`src/rtl/uart_tx_arbiter.sv`:
```
// Round-robin, packet-granular arbiter that shares one 8N1 UART transmitter
// between NUM_REQ byte-stream requesters, with an inter-byte gap and a stall abort.
module uart_tx_arbiter #(
    parameter int NUM_REQ     = 4,
    parameter int ID_W        = 2,
    parameter int GAP_CYCLES  = 434,
    parameter int STALL_LIMIT = 1023
) (
    input  logic                 clk,
    input  logic                 rst,
    input  logic [NUM_REQ-1:0]   req_valid,
    input  logic [8*NUM_REQ-1:0] req_data,
    input  logic [NUM_REQ-1:0]   req_last,
    output logic [NUM_REQ-1:0]   req_ready,
    output logic                 tx_start,
    output logic [7:0]           tx_data,
    input  logic                 tx_busy,
    output logic [ID_W-1:0]      grant_id,
    output logic                 grant_active,
    output logic                 abort
);

    localparam int GAP_W   = (GAP_CYCLES > 0) ? $clog2(GAP_CYCLES + 1) : 1;
    localparam int STALL_W = (STALL_LIMIT > 1) ? $clog2(STALL_LIMIT + 1) : 1;
    // GAP holds for GAP_CYCLES clocks, but never less than one.
    localparam logic [GAP_W-1:0]   GAP_LOAD   = (GAP_CYCLES > 0) ? GAP_W'(GAP_CYCLES - 1) : '0;
    localparam logic [STALL_W-1:0] STALL_LAST = STALL_W'(STALL_LIMIT - 1);

    typedef enum logic [2:0] {
        IDLE,
        SEND,
        WAIT_ACK,
        WAIT_DONE,
        GAP
    } state_t;

    state_t             state;
    state_t             state_next;
    logic [ID_W-1:0]    ptr;
    logic [ID_W-1:0]    next_ptr;
    logic               last_flag;
    logic [GAP_W-1:0]   gap_cnt;
    logic [STALL_W-1:0] stall_cnt;

    logic               rr_found;
    logic [ID_W-1:0]    rr_pick;
    logic [ID_W-1:0]    rr_idx;
    int                 rr_sum;

    logic               sel_valid;
    logic               sel_last;
    logic [7:0]         sel_data;

    logic               do_grant;
    logic               do_xfer;
    logic               do_abort;
    logic               do_finish;
    logic               gap_load;
    logic               gap_dec;
    logic               stall_inc;

    // First valid requester at or after ptr, wrapping round.
    always_comb begin
        rr_found = 1'b0;
        rr_pick  = '0;
        rr_sum   = 0;
        rr_idx   = '0;
        for (int k = 0; k < NUM_REQ; k++) begin
            rr_sum = int'(ptr) + k;
            if (rr_sum >= NUM_REQ) begin
                rr_sum = rr_sum - NUM_REQ;
            end
            rr_idx = ID_W'(rr_sum);
            if (!rr_found && req_valid[rr_idx]) begin
                rr_found = 1'b1;
                rr_pick  = rr_idx;
            end
        end
    end

    always_comb begin
        sel_valid = 1'b0;
        sel_last  = 1'b0;
        sel_data  = '0;
        for (int i = 0; i < NUM_REQ; i++) begin
            if (ID_W'(i) == grant_id) begin
                sel_valid = req_valid[i];
                sel_last  = req_last[i];
                sel_data  = req_data[8*i +: 8];
            end
        end
    end

    assign next_ptr = (int'(grant_id) == NUM_REQ - 1) ? '0 : grant_id + 1'b1;

    always_comb begin
        req_ready = '0;
        if (state == SEND) begin
            req_ready[grant_id] = sel_valid && !tx_busy;
        end
    end

    always_ff @(posedge clk or posedge rst) begin
        if (rst) begin
            state <= IDLE;
        end else begin
            state <= state_next;
        end
    end

    always_comb begin
        state_next = state;
        do_grant   = 1'b0;
        do_xfer    = 1'b0;
        do_abort   = 1'b0;
        do_finish  = 1'b0;
        gap_load   = 1'b0;
        gap_dec    = 1'b0;
        stall_inc  = 1'b0;
        case (state)
            IDLE: begin
                if (rr_found) begin
                    do_grant   = 1'b1;
                    state_next = SEND;
                end
            end
            SEND: begin
                if (sel_valid && !tx_busy) begin
                    do_xfer    = 1'b1;
                    state_next = WAIT_ACK;
                end else if (!sel_valid) begin
                    if (stall_cnt == STALL_LAST) begin
                        do_abort   = 1'b1;
                        state_next = IDLE;
                    end else begin
                        stall_inc = 1'b1;
                    end
                end
            end
            WAIT_ACK: begin
                if (tx_busy) begin
                    state_next = WAIT_DONE;
                end
            end
            WAIT_DONE: begin
                if (!tx_busy) begin
                    gap_load   = 1'b1;
                    state_next = GAP;
                end
            end
            GAP: begin
                if (gap_cnt == '0) begin
                    if (last_flag) begin
                        do_finish  = 1'b1;
                        state_next = IDLE;
                    end else begin
                        state_next = SEND;
                    end
                end else begin
                    gap_dec = 1'b1;
                end
            end
            default: state_next = IDLE;
        endcase
    end

    // tx_start and abort are registered strobes, so each lasts exactly one cycle.
    always_ff @(posedge clk or posedge rst) begin
        if (rst) begin
            tx_start     <= 1'b0;
            tx_data      <= '0;
            grant_id     <= '0;
            grant_active <= 1'b0;
            abort        <= 1'b0;
            ptr          <= '0;
            last_flag    <= 1'b0;
            gap_cnt      <= '0;
            stall_cnt    <= '0;
        end else begin
            tx_start <= do_xfer;
            abort    <= do_abort;
            if (do_grant) begin
                grant_id     <= rr_pick;
                grant_active <= 1'b1;
                stall_cnt    <= '0;
            end
            if (do_xfer) begin
                tx_data   <= sel_data;
                last_flag <= sel_last;
                stall_cnt <= '0;
            end
            if (stall_inc) begin
                stall_cnt <= stall_cnt + 1'b1;
            end
            if (do_abort || do_finish) begin
                grant_active <= 1'b0;
                ptr          <= next_ptr;
                stall_cnt    <= '0;
            end
            if (gap_load) begin
                gap_cnt <= GAP_LOAD;
            end else if (gap_dec) begin
                gap_cnt <= gap_cnt - 1'b1;
            end
        end
    end

endmodule
```
`config.mk`:
```
export PLATFORM = sky130hd
export DESIGN_NAME = uart_tx_arbiter
export DESIGN_NICKNAME = d
export VERILOG_FILES = /design/src/rtl/uart_tx_arbiter.sv
export SDC_FILE = /design/constraint.sdc
export NUM_CORES = 1
export LEC_CHECK = 0
export CAP_MARGIN = 5
export CORE_MARGIN = 2
export CORE_UTILIZATION = 31
export CTS_CLUSTER_DIAMETER = 40
export DETAILED_ROUTE_END_ITERATION = 8
export PLACE_DENSITY = 0.58
export SLEW_MARGIN = 20
export SYNTH_ARGS = -nofsm -noshare
export SYNTH_HDL_FRONTEND = slang
export SYNTH_SLANG_ARGS = --single-unit
```
`constraint.sdc`:
```
create_clock -name clk -period 5 [get_ports clk]
set_clock_uncertainty 0.1 [all_clocks]
set_input_delay 1.25 -clock clk [delete_from_list [all_inputs] [get_ports clk]]
set_output_delay 1.25 -clock clk [all_outputs]
set_load 0.01 [all_outputs]
```
==> metrics.txt, run 1 <==
Distinct cells, synth 49; first-pass GRT wire length 10.1 mm; Crit path required time 3.65 ns; final setup TNS 0 ns; Post-synth EDFFs 0; final period utilization 0.963; CTS tree done; Startpoint Class input port; worst reg2reg path depth 9; All-Layer GR Usage 0.150; async set-or-reset flop fraction in the synthesized netlist 1.00; H-tree depth 2; worst-case clock buffer depth 2; R2R setup slack 2.42 ns; worst min-delay path class reg -> reg; clock sinks 38; Top Usage Layer GRT met2; Post-Synthesis Cells 261; syn avg cell area 9.11 sq um; top cells by area, synth dfrtp_1, nor2_1, a221oi_2, nand2_1, ha_1; post-synth top area share 0.400; largest net degree at the start of global routing 28; commonest non-fill, non-tap cells in the layout clkdlybuf4s50_1, dfrtp_1, nor2_1; worst hold start gap_cnt[0]$_DFFE_PP0P_; Reg-to-Reg Start grant_id[0]$_DFFE_PP0P_; vias in the first global route 2051; initial antenna violation count 0; Hold Path Cell Cnt 1; Crit Path Category in -> out; FMAX 208 MHz; Final Hold Violating Endpoints 0; CP peak stage delay 0.56 ns; placed cells 417; fin nets 375; 1st-iter DRT viols 86; DIE HEIGHT 91.6 microns; die area 8390 sq um; Post-Syn Area 2380 sq um; Pwr per Cell Area 181 nW/um^2; row cnt 31; Antenna Cells 0; grt met1 use 0.197; status finished, final reports clean; Seq/Total Area, Yosys 0.400; final RePlAce weighted congestion 0.830; non-filler instance count after layout 425; Die X 91.6 microns; vias per inst 4.99; WL per Instance 14.3 microns; Slew @ Worst Pin 0.646 ns; Pleak 1.33 nW; Starting Density 0.324; drc violations 0; VDD IR max 0.0856 mV; CTS Root Buffer Type clkbuf_8; Detailed Place HPWL 4.59 mm; Global Route met2 Usage 0.241; Layout area overhead 33.9%; Core ar. 7330 sq um; CTS buffer count 5; Worst Hold End gap_cnt[0]$_DFFE_PP0P_; crit-path max FO 12; Post-synth top flop dfrtp_1; # Post-CTS Setup Buffers 0; Hold WS 0.403 ns; layout cell share with drive strength beyond 1 0.135; commonest non-fill, non-tap cell in the layout clkdlybuf4s50_1; 1st-pass router iterations 4; crit path DAT 3.46 ns; Via Count 2119; syn_nets 311; Max-Slew Margin vs Limit 0.567; grt met3 use 0.0290; RSZ-0062 raised after global routing false; worst-path cell chain clkdlybuf4s50_1 -> nor2b_1 -> a211o_1 -> or3_4 -> inv_2 -> and2_1 -> clkdlybuf4s50_1; final wirelength 6.09 mm; reg2reg end tx_data[4]$_DFFE_PP0P_; final setup vio count 0; total grt overflow 0; synthesized flop and latch total 38; Worst setup EP type primary output; final antenna-violating net count 0; Max Cap Viol 0; Most Frequent Cell on Critical Path clkdlybuf4s50_1; io pins 60; Clock transition at path regs 0.07 ns; critical path's slowest cell clkdlybuf4s50_1; # hold bufs at CTS 0; worst skew pair latency 0.29 ns; post_cts resized 0; synth warn 0; Yosys top cell by area dfrtp_1; Tmin final 4.81 ns; Final Max Tran Viols 0; Buffers on Ports 59
==> kinds of logic after synthesis <==
logic type      Yosys count  synth area share
compound gates           71             0.229
xor+xnor                  7            0.0258
simple gates            111             0.243
buf+inv                  22            0.0426
fa+ha+maj                 7            0.0368
mux                       5            0.0226
flops                    38             0.400
==> cell type report <==
| class | instances | area, sq um |
|---|---|---|
| Clock buffer | 7 | 86.3 |
| Clock inverter | 1 | 5.00 |
| Fill cell | 703 | 4150 |
| Inverter | 13 | 48.8 |
| Multi-Input combinational cell | 201 | 1330 |
| Sequential cell | 38 | 951 |
| Tap cell | 99 | 124 |
| Timing Repair Buffer | 66 | 643 |
==> power breakdown <==
group	switching (W)	total (W)	internal, W
Sequential	0	0.000307	0.000307
Clock	0.000105	0.000216	0.000111
Combinational	0.0000191	0.0000534	0.0000342
Total	0.000124	0.000577	0.000453
==> flip-flops by register name, summed over array words and instances, names as in the netlist <==
| signal | cells |
|---|---|
| abort | 1 |
| gap_cnt | 9 |
| grant_active | 1 |
| grant_id | 2 |
| last_flag | 1 |
| ptr | 2 |
| stall_cnt | 10 |
| state | 3 |
| tx_data | 8 |
| tx_start | 1 |
==> per-layer routing <==
| layer | share of wire | routed length (microns) |
|---|---|---|
| met4 | 0.019 | 116 |
| met5 | 0 | 0 |
| met2 | 0.49 | 2970 |
| met1 | 0.46 | 2800 |
| met3 | 0.033 | 201 |
==> worst max-delay path by stage <==
stage,endpoint,slack [ns],cells after the start,start
finish,req_ready[0],0.19,7,req_valid[3]
global route,req_ready[0],0.09,7,req_valid[3]
CTS,req_ready[0],0.20,7,req_valid[3]
detailed placement,req_ready[0],0.20,7,req_valid[3]
global placement,req_ready[0],0.22,7,req_valid[0]
floorplan,req_ready[2],1.29,5,req_valid[1]
==> through the flow <==
| stage | utilization | power [W] | worst slack (ns) | area [sq um] |
|---|---|---|---|---|
| 2_1_floorplan | - | 0.000326 | 1.29 | 2380 |
| 3_3_place_gp | 0.422 | 0.000367 | 0.222 | 3090 |
| 3_5_place_dp | 0.422 | 0.000367 | 0.204 | 3090 |
| 4_1_cts | 0.434 | 0.000586 | 0.198 | 3180 |
| 5_1_grt | 0.434 | 0.000604 | 0.0936 | 3180 |
| 6_report | 0.434 | 0.000577 | 0.187 | 3180 |
==> cell usage after synthesis, types with 3 or more instances <==
| cell type | instances |
|---|---|
| dfrtp_1 | 38 |
| nor2_1 | 33 |
| nand2_1 | 26 |
| a21oi_1 | 16 |
| o21ai_0 | 15 |
| inv_1 | 10 |
| o21a_1 | 10 |
| a221oi_2 | 8 |
| nand3_1 | 8 |
| ha_1 | 7 |
| nor3_1 | 7 |
| a211o_1 | 6 |
| clkbuf_1 | 6 |
| xor2_1 | 5 |
| nor2b_1 | 4 |
| and3_2 | 3 |
| mux2_2 | 3 |
| nand2b_1 | 3 |
| nand4_1 | 3 |
| nor3b_1 | 3 |
| nor3b_2 | 3 |
| nor4_1 | 3 |
| or4_1 | 3 |
==> worst max-delay path: cells and delay by family <==
family          cells  cell delay, ns
buf+inv             3            1.18
simple gates        3            0.70
compound gates      1            0.33
No activity file was read; power rests on OpenSTA's default activity.
==> run 2: changes to the inputs <==
--- a/config.mk
+++ b/config.mk
@@ -5,12 +5,13 @@
 export SDC_FILE = /design/constraint.sdc
 export NUM_CORES = 1
 export LEC_CHECK = 0
+export ABC_AREA = 1
 export CAP_MARGIN = 5
 export CORE_MARGIN = 2
 export CORE_UTILIZATION = 31
 export CTS_CLUSTER_DIAMETER = 40
 export DETAILED_ROUTE_END_ITERATION = 8
-export PLACE_DENSITY = 0.58
+export PLACE_DENSITY = 0.57
 export SLEW_MARGIN = 20
 export SYNTH_ARGS = -nofsm -noshare
 export SYNTH_HDL_FRONTEND = slang
==> constraint.sdc (replaced) <==
create_clock -name clk -period 4.7 [get_ports clk]
set_clock_uncertainty 0.1 [all_clocks]
set_input_delay 1.175 -clock clk [delete_from_list [all_inputs] [get_ports clk]]
set_output_delay 1.175 -clock clk [all_outputs]
set_load 0.01 [all_outputs]
==> run 2 against run 1 <==
Net effect:
- via count increased by 15%
- first-iteration DRC count rose by 42%
- utilization is 1.4 points lower
- hold slack worse by 0.023 ns
- final cell count rose by 20%
- non-clock buffer count down 6
- critical path type unchanged
==> metrics.txt, run 2 <==
status finished, final reports clean; commonest non-fill, non-tap cell in the layout nand2_1; Post-Syn Area 2500 sq um; Max Cap Viol 0; Largest register FFs 10; Fill cells 808; final wirelength 6.53 mm; H-tree depth 2; DIE HEIGHT 93.8 microns; Starting Density 0.322; io pins 60; worst skew pair latency 0.29 ns; Post-Synthesis Cells 347; Multi-input gate area 1330 sq um; Largest regs stall_cnt (10), gap_cnt (9), tx_data (8); final RePlAce weighted congestion 0.881; final antenna-violating net count 0; Yosys top cell by area dfrtp_1; Crit Path Category in -> out; post-synth top area share 0.380; crit path DAT 2.93 ns; # Post-CTS Setup Buffers 0; CTS tree done; clock sinks 38; Layout area overhead 30.5%; row cnt 32; Distinct cells, synth 30; total grt overflow 0; Antenna Cells 0; Final Hold Violating Endpoints 0; syn avg cell area 7.21 sq um; top cells by area, synth dfrtp_1, nand2_1, nand3_1, inv_1, nor2_1; VDD IR max 0.205 mV; Seq/Total Area, Yosys 0.380; final core occ 0.421; Top reg by flops stall_cnt; Clock transition at path regs 0.08 ns; post_cts resized 0; synth warn 0; Die X 93.8 microns; 1st-pass router iterations 4; first-pass GRT wire length 10.9 mm; worst reg2reg path depth 10; initial antenna violation count 0; drc violations 0; reg2reg end stall_cnt[9]$_DFFE_PP0P_; Startpoint Class input port; 1st-iter DRT viols 122; syn_nets 397; WL per Instance 12.8 microns; FMAX 238 MHz; RSZ-0062 raised after global routing false; final setup TNS 0 ns; largest net degree at the start of global routing 39; leading cell types by count after synthesis nand2_1, dfrtp_1, inv_1; # hold bufs at CTS 0; Tmin final 4.20 ns; worst-case clock buffer depth 2; async set-or-reset flop fraction in the synthesized netlist 1.00; final design area excluding fillers 3270 sq um; vias per inst 4.79; launch point of the worst path req_valid[2]; cell with the most instances after synthesis nand2_1; crit-path max FO 7; R2R setup slack 2.27 ns; Slew @ Worst Pin 0.722 ns; Reg-to-Reg Start grant_id[0]$_DFFE_PP0P_; Hold WS 0.380 ns; Critical Path Sink req_ready[0]; Crit path required time 3.42 ns; layout cell share with drive strength beyond 1 0.0663; Via Count 2439; Pwr per Cell Area 454 nW/um^2; CTS Root Buffer Type clkbuf_8; vias in the first global route 2263; fin nets 456; Core ar. 7770 sq um; synthesized flop and latch total 38; Final Max Tran Viols 0; commonest non-fill, non-tap cells in the layout nand2_1, clkdlybuf4s50_1, dfrtp_1; Post-synth EDFFs 0; Detailed Place HPWL 4.94 mm; worst min-delay path class reg -> reg; Placed Area 3170 sq um; Seq. cell area 951 sq um; Max-Slew Margin vs Limit 0.517; All-Layer GR Usage 0.153; CTS buffer count 5; Post-synth top flop dfrtp_1; Buffers on Ports 59; final setup vio count 0; die area 8810 sq um; Pleak 1.52 nW; Worst setup EP type primary output; final period utilization 0.894
run 2: kinds of logic after synthesis:
kind of cell               count (synthesis)  share of synthesized area
xor gates and xnor gates                   4                     0.0140
AOI/OAI and AO/OA                         58                      0.138
and+or+nand+nor                          191                      0.346
DFF                                       38                      0.380
buffers and inverters                     49                     0.0870
adders and majority gates                  7                     0.0350
run 2: report_power, final:
part / leakage, nW / switching, W / total (W) / internal, W
logic: 0.995 / 0.000447 / 0.000762 / 0.000315
registers: 0.474 / 0.0000709 / 0.000489 / 0.000418
clock network: 0.0472 / 0.000115 / 0.000233 / 0.000118
run 2: area by class of cell:
cell class | count | area share
multi-input combinational | 260 | 0.408
clock buffer | 6 | 0.0253
inverter | 41 | 0.0494
sequential | 38 | 0.291
clock inverter | 2 | 0.00383
timing repair buffer | 60 | 0.183
tap | 102 | 0.0391
run 2: critical path, cell delays in order:
cell	delay [ns]
clkdlybuf4s50_1	0.49
inv_1	0.07
a21oi_1	0.12
nand2_1	0.10
nand2_1	0.11
nand3_2	0.16
nor2_1	0.15
clkdlybuf4s50_1	0.55
run 2: worst min-delay path by stage:
stage,slack (ns),startpoint,depth (start not counted),end
floorplan,0.34,gap_cnt[0]$_DFFE_PP0P_,1,gap_cnt[0]$_DFFE_PP0P_
global placement,0.36,gap_cnt[0]$_DFFE_PP0P_,1,gap_cnt[0]$_DFFE_PP0P_
detailed placement,0.36,gap_cnt[0]$_DFFE_PP0P_,1,gap_cnt[0]$_DFFE_PP0P_
CTS,0.38,gap_cnt[0]$_DFFE_PP0P_,1,gap_cnt[0]$_DFFE_PP0P_
global route,0.40,gap_cnt[0]$_DFFE_PP0P_,1,gap_cnt[0]$_DFFE_PP0P_
finish,0.38,gap_cnt[0]$_DFFE_PP0P_,1,gap_cnt[0]$_DFFE_PP0P_
run 2: through the flow:
stage | total power [W] | worst slack [ns] | instances
after floorplan | 0.000996 | 1.62 | 347
final | 0.00148 | 0.496 | 509
after global placement | 0.00125 | 0.591 | 501
after CTS | 0.00150 | 0.505 | 509
after global routing | 0.00162 | 0.396 | 509
after detailed placement | 0.00126 | 0.506 | 501
run 2: layer usage:
| layer | vias to the layer above | global-route usage | wire length (microns) |
|---|---|---|---|
| met3 | 6 | 0.0265 | 401 |
| met5 | - | 0 | 0 |
| met4 | 0 | 0.0471 | 76 |
| met2 | 63 | 0.227 | 2610 |
| li1 | 1274 | - | - |
| met1 | 1096 | 0.226 | 3440 |
==> run 3: changes to the inputs <==
--- a/config.mk
+++ b/config.mk
@@ -6,12 +6,12 @@
 export NUM_CORES = 1
 export LEC_CHECK = 0
 export ABC_AREA = 1
-export CAP_MARGIN = 5
-export CORE_MARGIN = 2
+export CORE_MARGIN = 5
 export CORE_UTILIZATION = 31
 export CTS_CLUSTER_DIAMETER = 40
 export DETAILED_ROUTE_END_ITERATION = 8
 export PLACE_DENSITY = 0.57
+export REMOVE_ABC_BUFFERS = 1
 export SLEW_MARGIN = 20
 export SYNTH_ARGS = -nofsm -noshare
 export SYNTH_HDL_FRONTEND = slang
==> run 3 against run 2 <==
Net effect:
- sequential share of layout area about the same
- via count rose by 0.90%
- combinational power is essentially flat
- non-clock buffer count unchanged
- utilization is 0.26 points lower
- setup slack worse by 0.030 ns
- die area up 13%
- critical path depth unchanged
- power increased by 0.17%
- sequential power hardly changed
- critical path type unchanged
- largest cell class unchanged
==> metrics.txt, run 3 (synthesis results as in run 2) <==
Final Max Tran Viols 0; Die X 99.8 microns; Top Usage Layer GRT met2; largest net degree at the start of global routing 21; status finished, final reports clean; clock sinks 38; Via Count 2461; final setup vio count 0; CP peak stage delay 0.55 ns; Crit path max-delay family buffers and inverters; Starting Density 0.321; drc violations 0; final wirelength 6.78 mm; Worst setup EP type primary output; worst skew pair latency 0.29 ns; DIE HEIGHT 99.8 microns; Startpoint Class input port; WL per Instance 13.3 microns; Largest register FFs 10; Slew @ Worst Pin 0.722 ns; critical path's slowest cell clkdlybuf4s50_1; first-pass GRT wire length 11.2 mm; io pins 60; vias in the first global route 2349; final RePlAce weighted congestion 0.881; final period utilization 0.901; Buffers on Ports 59; fin nets 456; layout cell share with drive strength beyond 1 0.0639; worst min-delay path class reg -> reg; Antenna Cells 0; VDD IR max 0.135 mV; Top reg by flops stall_cnt; Largest regs stall_cnt (10), gap_cnt (9), tx_data (8); crit path DAT 2.96 ns; initial antenna violation count 0; CTS Root Buffer Type clkbuf_8; Layout area overhead 30.4%; Core ar. 7810 sq um; final design area excluding fillers 3260 sq um; Clock transition at path regs 0.08 ns; Net Sw Power 0.000636 W; FMAX 236 MHz; Placed Area 3170 sq um; H-tree depth 2; total grt overflow 0; Combinational Power Share 0.512; CP Buf/Inv Count 3; Pwr per Cell Area 456 nW/um^2; # Post-CTS Setup Buffers 0; grt met1 use 0.188; # hold bufs at CTS 0; final setup TNS 0 ns; 1st-iter DRT viols 123; Crit path required time 3.42 ns; Final Hold Violating Endpoints 0; post_cts resized 0; Seq pwr share 0.329; commonest non-fill, non-tap cell in the layout nand2_1; crit-path max FO 7; Max Cap Viol 0; worst-case clock buffer depth 2; 1st-pass router iterations 5; final antenna-violating net count 0; die area 9970 sq um; grt met3 use 0.0285; All-Layer GR Usage 0.135; Clock Power Share 0.159; worst-path cell chain clkdlybuf4s50_1 -> inv_1 -> a21oi_1 -> nand2_1 -> nand2_1 -> nand3_2 -> nor2_1 -> clkdlybuf4s50_1; Pleak 1.52 nW; Tmin final 4.23 ns; Crit Path Category in -> out; Detailed Place HPWL 5.16 mm; row cnt 32; CTS buffer count 5; Global Route met2 Usage 0.212; RSZ-0062 raised after global routing false; Sw Ratio 0.428; commonest non-fill, non-tap cells in the layout nand2_1, clkdlybuf4s50_1, dfrtp_1; Int Power 0.000850 W; vias per inst 4.83; Max-Slew Margin vs Limit 0.517; CTS tree done; Fill cells 831
## run 3: path summary, 6_finish.rpt
check,endpoint,cells after the start,from,slack (ns)
max reg2reg,stall_cnt[0]$_DFFE_PP0P_,10,grant_id[0]$_DFFE_PP0P_,2.16
max,req_ready[1],8,req_valid[2],0.47
max in group asynchronous,stall_cnt[7]$_DFFE_PP0P_,3,rst,2.56
min in group asynchronous,last_flag$_DFFE_PP0P_,2,rst,1.20
min,gap_cnt[0]$_DFFE_PP0P_,1,gap_cnt[0]$_DFFE_PP0P_,0.37
min reg2reg,gap_cnt[0]$_DFFE_PP0P_,1,gap_cnt[0]$_DFFE_PP0P_,0.37
## run 3: power groups by stage
stage	Combinational (W)	Clock (W)	Sequential, W
4_1_cts	0.000768	0.000249	0.000488
3_5_place_dp	0.000763	0	0.000495
6_report	0.000762	0.000236	0.000489
2_1_floorplan	0.000471	0	0.000504
5_1_grt	0.000853	0.000262	0.000500
3_3_place_gp	0.000764	0	0.000491
## run 3: cell type report
type / instances / area [sq um] / share of cell area
Inverter: 41 / 161 / 0.0495
Tap cell: 102 / 128 / 0.0391
Clock buffer: 7 / 86.3 / 0.0265
Multi-Input combinational cell: 260 / 1330 / 0.409
Timing Repair Buffer: 60 / 598 / 0.183
Sequential cell: 38 / 951 / 0.291
Clock inverter: 1 / 5.00 / 0.00153
## run 3: layer usage
| layer | vias up | part of all wire |
|---|---|---|
| met2 | 72 | 0.42 |
| met4 | 0 | 0.0052 |
| met1 | 1119 | 0.49 |
| met3 | 4 | 0.076 |
| met5 | - | 0 |
| li1 | 1266 | - |
## run 3: metrics by stage
step	setup slack (ns)	util	total power [W]	std cells	hold slack (ns)
final	0.467	0.418	0.00149	509	0.373
after global routing	0.321	0.418	0.00162	509	0.405
after CTS	0.461	0.418	0.00151	509	0.375
after detailed placement	0.473	0.406	0.00126	501	0.360
after global placement	0.539	0.406	0.00125	501	0.359
after floorplan	1.61	-	0.000975	339	0.340
